`config.mk`:
```
export PLATFORM = sky130hd
export DESIGN_NAME = irq_priority_encoder
export DESIGN_NICKNAME = d
export VERILOG_FILES = /design/src/rtl/irq_priority_encoder.sv
export SDC_FILE = /design/constraint.sdc
export NUM_CORES = 1
export LEC_CHECK = 0
export CAP_MARGIN = 20
export CORE_MARGIN = 1.5
export CORE_UTILIZATION = 32
export DETAILED_ROUTE_END_ITERATION = 16
export PLACE_DENSITY_LB_ADDON = 0.05
export SYNTH_ARGS = -nofsm -noshare
export SYNTH_HDL_FRONTEND = slang
export SYNTH_SLANG_ARGS = --single-unit
export TNS_END_PERCENT = 50
```
`constraint.sdc`:
```
create_clock -name clk -period 7.1 [get_ports clk]
set_clock_uncertainty 0.2 [all_clocks]
set_input_delay 1.42 -clock clk [delete_from_list [all_inputs] [get_ports clk]]
set_output_delay 1.42 -clock clk [all_outputs]
set_load 0.01 [all_outputs]
```
`src/rtl/irq_priority_encoder.sv`:
```
// irq_priority_encoder: latches request edges as pending bits and grants
// one pending line at a time, fixed-priority or round-robin, over valid/ready.
//
// Parameters:
//   N          number of request lines (N >= 2, any value)
//   W          index width, derived from N
// Ports:
//   clk        rising-edge clock
//   rst_n      asynchronous active-low reset
//   req        request lines, a 0->1 transition posts a request
//   mask       1 = line not selectable (its pending bit still latches)
//   mode       0 = highest index wins, 1 = round-robin
//   out_ready  consumer accepts out_idx
//   out_valid  out_idx holds a granted request
//   out_idx    binary index of the granted line, always < N
//   pending    latched requests not yet granted
//   drop       1-cycle pulse: a new edge merged into an already pending bit
module irq_priority_encoder #(
  parameter  int N = 8,
  localparam int W = $clog2(N)
) (
  input  logic         clk,
  input  logic         rst_n,
  input  logic [N-1:0] req,
  input  logic [N-1:0] mask,
  input  logic         mode,
  input  logic         out_ready,
  output logic         out_valid,
  output logic [W-1:0] out_idx,
  output logic [N-1:0] pending,
  output logic         drop
);

  typedef enum logic {
    IDLE,
    HOLD
  } state_e;

  state_e       state_q, state_d;
  logic [N-1:0] req_q;
  logic [N-1:0] pend_q, pend_d;
  logic         vld_q, vld_d;
  logic [W-1:0] idx_q, idx_d;
  logic [W-1:0] last_q, last_d;
  logic         drop_q, drop_d;

  logic [N-1:0] edge_v;
  logic [N-1:0] clr_v;
  logic [N-1:0] elig;
  logic         hs;
  logic [W-1:0] fix_idx;
  logic [W-1:0] rr_idx;

  // Request edge detection and handshake-driven clear of the granted bit.
  assign edge_v = req & ~req_q;
  assign hs     = vld_q & out_ready;
  assign clr_v  = hs ? ({{(N-1){1'b0}}, 1'b1} << idx_q) : '0;
  assign elig   = pend_q & ~mask;

  // A new edge wins over a same-cycle clear so the fresh request survives.
  always_comb begin
    pend_d = (pend_q & ~clr_v) | edge_v;
    drop_d = |(edge_v & pend_q & ~clr_v);
  end

  // Fixed priority: ascending scan, so the highest eligible index
  // is the last one written.
  always_comb begin
    fix_idx = '0;
    for (int i = 0; i < N; i++) begin
      if (elig[W'(i)]) begin
        fix_idx = W'(i);
      end
    end
  end

  // Round-robin: walk offsets N..1 downward from last grant so the
  // smallest offset (nearest successor) is the last one written.
  // Offset N lands on last grant itself, the final fallback.
  always_comb begin
    int j;
    rr_idx = '0;
    for (int k = N; k >= 1; k--) begin
      j = int'(last_q) + k;
      if (j >= N) begin
        j = j - N;
      end
      if (elig[W'(j)]) begin
        rr_idx = W'(j);
      end
    end
  end

  always_comb begin
    state_d = state_q;
    vld_d   = vld_q;
    idx_d   = idx_q;
    last_d  = last_q;
    unique case (state_q)
      IDLE: begin
        if (|elig) begin
          idx_d   = mode ? rr_idx : fix_idx;
          vld_d   = 1'b1;
          state_d = HOLD;
        end
      end
      HOLD: begin
        // Grant is frozen here; mask/mode/req
        // cannot disturb it until accepted.
        if (out_ready) begin
          vld_d   = 1'b0;
          last_d  = idx_q;
          state_d = IDLE;
        end
      end
      default: begin
        vld_d   = 1'b0;
        state_d = IDLE;
      end
    endcase
  end

  always_ff @(posedge clk or negedge rst_n) begin
    if (!rst_n) begin
      state_q <= IDLE;
    end else begin
      state_q <= state_d;
    end
  end

  // Last grant resets to N-1 so the first round-robin scan starts at 0.
  always_ff @(posedge clk or negedge rst_n) begin
    if (!rst_n) begin
      req_q  <= '0;
      pend_q <= '0;
      vld_q  <= 1'b0;
      idx_q  <= '0;
      last_q <= W'(N - 1);
      drop_q <= 1'b0;
    end else begin
      req_q  <= req;
      pend_q <= pend_d;
      vld_q  <= vld_d;
      idx_q  <= idx_d;
      last_q <= last_d;
      drop_q <= drop_d;
    end
  end

  assign out_valid = vld_q;
  assign out_idx   = idx_q;
  assign pending   = pend_q;
  assign drop      = drop_q;

endmodule

```
==> key figures <==
Power and ir drop
  • NetSw: roughly 490 uW
  • Total internal power: between 500 and 600 uW
  • Peak supply drop: roughly 0.16 mV
  • Clock share of power: 8.2%
  • Sw Share: a little under half
  • Gate power share: around 68%
  • Sequential share of power: between 20% and 30%
  • LEAKAGE: between 0.9 and 1 nW
  • Power per cell area: between 400 and 500 mW/mm^2

Logic synthesis
  • Netlist cell types: 47
  • Commonest cells in the netlist: o21ai_0 (25), dfrtp_1 (22), inv_1 (15)
  • Syn_nets: 225
  • Ys flop type: dfrtp_1
  • Post-Syn Area: about 0.002 mm^2
  • Most common cell in the netlist: o21ai_0
  • Post-Syn Instances: between 200 and 250
  • Top cell type by total area after synthesis: dfrtp_1
  • Top cells by area, synth: dfrtp_1 (28%), mux4_2 (15%), o21ai_0 (6.3%)
  • Sequential area share after synthesis: between 30% and 40%
  • Async S/R FF share, synth: 100%
  • Mean area per synthesized cell: between 9 and 10 um^2
  • Flops & latches, synth: 25
  • Ys Warns: 0
  • Top cell type's share of synthesized area: roughly 28%
  • Post-synth EDFFs: 0

Clock tree
  • Cts hold-fix bufs: 0
  • Cts repair resizes: 0
  • Cts bufs inserted: 3
  • Worst-path clk slew: around 0.090 ns
  • Clock Path Buffers: 2
  • H-tree depth: 1
  • Clock sinks: 25
  • Root Buffer: clkbuf_8
  • Clock latency on the worst-skew pair: 0.27 ns
  • Post-CTS Setup Inserts: 0
  • CTS tree: done

Run
  • Max cap viols: 0

Critical path
  • CP endpoint kind: flip-flop
  • CP peak stage delay: ~0.5 ns
  • WS Path Type: input port to flip-flop
  • Worst Setup Start Kind: input port
  • Critical-path maximum fanout: 6
  • CP Cell Sequence: clkdlybuf4s50_1, nor2b_1, mux4_2, mux2i_1, o21a_1, o21ai_1, a2111oi_2, nor2_1
  • Slowest-stage cell, CP: mux4_2
  • Worst Path Required: ~7 ns
  • WP data arrival: 3.59 ns
  • CP delay by family, top: multiplexers
  • Buf/Inv on CP: 1

Drt
  • Total Wirelength: 5200 um
  • Wire per inst: 16.8 um
  • Starting DRT DRC Count: 94
  • Via/cell ratio: approximately 5.4
  • Total number of vias: roughly 1700
  • DRT Pass-1 Iters: 4
  • Residual DRC: 0
  • Post-route antenna net violation count: 0

Floorplanning
  • Initial Util: 33.3%
  • Die H: 81.5 um
  • Core Area: 0.00592 mm^2
  • Die Span X: 81.5 um
  • Top Ports: 33
  • Row Count: 28
  • Die area: approximately 0.0066 mm^2

Final layout
  • Post-layout util: between 40% and 50%
  • Area growth syn-to-layout: 21.5%
  • Fillers: 594
  • Fraction of layout cells with a size suffix above 1: between 10 and 15%
  • Storage element area: ~630 um^2
  • Multi-input gate area: roughly 0.0012 mm^2
  • Number of inserted diodes: 0
  • Nets@finish: 257

Timing
  • Fin crit share: between 50% and 60%
  • Max-slew violations: 0
  • Slew @ Worst Pin: approximately 0.64 ns
  • Final setup viols: 0
  • Final hold violation count: 0
  • RSZ-0062 raised after global routing: false
  • Headroom to the max-slew limit: 56.7%
  • Max Fclk: about 280 MHz
  • Tmin final: about 3.6 ns
  • Setup TNS: 0 ns

Outcome
  • Outcome: completed

Hold path
  • Worst min-delay path class: flip-flop to flip-flop

Global routing
  • Gr usage total: 17.5%
  • Largest net degree at the start of global routing: 26
  • Initial antenna violation count: 0
  • Vias in the first global route: ~1700
  • First-pass GRT wire length: about 8600 um
  • Congestion Overflow GR: 0

Placement
  • Routability Congestion: 0.804
  • DP HPWL: ~4100 um
  • # port buffers: 32
[worst register-to-register path, cell delays in order (launching register included)]
cell and delay, ns:
dfstp_2 0.75, inv_2 0.21, ha_1 0.75, mux4_2 0.58, mux2i_1 0.31, o31a_1 0.16, o21ai_1 0.08, a2111oi_2 0.37
nor2_1 0.08
[flip-flops by register name (all words and copies together) (netlist names)]
register / count
state_q: 1
drop: 1
out_idx: 3
pending: 8
last_q: 3
req_q: 8
out_valid: 1
[area by class of cell]
type / instances / share of cell area (%)
clock buffer: 4 / 1.88
inverter: 18 / 2.82
multi-input combinational: 154 / 51.4
sequential: 25 / 26.3
tap: 75 / 3.92
timing repair buffer: 33 / 13.7
[cell usage in the layout, fill, tap and decap left out, types with 3 or more instances in the layout]
cell and instances:
nand2b_1 12, nand3_1 5, dfrtp_1 22, o21ai_0 25
clkdlybuf4s50_1 32, inv_1 15, a21oi_1 11, clkbuf_8 3
dfstp_2 3, nor4_1 4, mux2i_1 11, nor3_1 9
mux4_2 13, o21a_1 3, nor2b_1 9, o211ai_1 3
nand2_1 13, nor2_1 5
[per-stage QoR]
step | instances | power (mW) | worst slack, ns | hold WS (ns) | area (um^2)
CTS | 309 | 1.06 | 3.46 | 0.245 | 2390
finish | 309 | 1.05 | 3.47 | 0.249 | 2390
detailed placement | 305 | 0.971 | 3.15 | 0.238 | 2350
global placement | 305 | 0.989 | 3.14 | 0.233 | 2350
global route | 309 | 1.15 | 3.23 | 0.266 | 2390
floorplan | 203 | 0.797 | 3.87 | 0.226 | 1970
[power by group through the flow]
stage                     Clock [mW]  Combinational (mW)  Sequential (mW)
after floorplan                    0               0.577            0.220
final                         0.0867               0.716            0.249
after CTS                     0.0925               0.720            0.252
after global routing          0.0969               0.792            0.260
after detailed placement           0               0.717            0.254
after global placement             0               0.732            0.258
[path summary, 6_finish.rpt]
kind,endpoint,from,slack (ns),cells after the start
min in group asynchronous,req_q[4],rst_n,1.30,2
min,pending[7],req_q[7],0.25,1
max reg2reg,out_idx[0],last_q[0],3.49,8
max,out_idx[0],mask[2],3.47,8
min reg2reg,pending[7],req_q[7],0.25,1
max in group asynchronous,last_q[0],rst_n,5.10,2
[per-layer routing]
layer | GRT usage [%] | share of wire, % | vias up
met2 | 28.9 | 50 | 30
met4 | 5.17 | 1.0 | 0
met5 | 0 | 0 | -
met3 | 2.67 | 2.8 | 4
met1 | 23.7 | 47 | 815
li1 | - | - | 826
[kinds of logic (layout without fill, tap and decap cells)]
| group | Yosys count | in the layout | synth area share (%) |
|---|---|---|---|
| and+or+nand+nor | 62 | 62 | 16.6 |
| AOI/OAI and AO/OA | 60 | 60 | 19.2 |
| muxes | 28 | 28 | 24.1 |
| DFF | 25 | 25 | 31.9 |
| buffers and inverters | 24 | 55 | 5.65 |
| adders and majority gates | 2 | 2 | 1.27 |
| xor gates and xnor gates | 2 | 2 | 1.27 |
(Power assumes the default switching activity.)
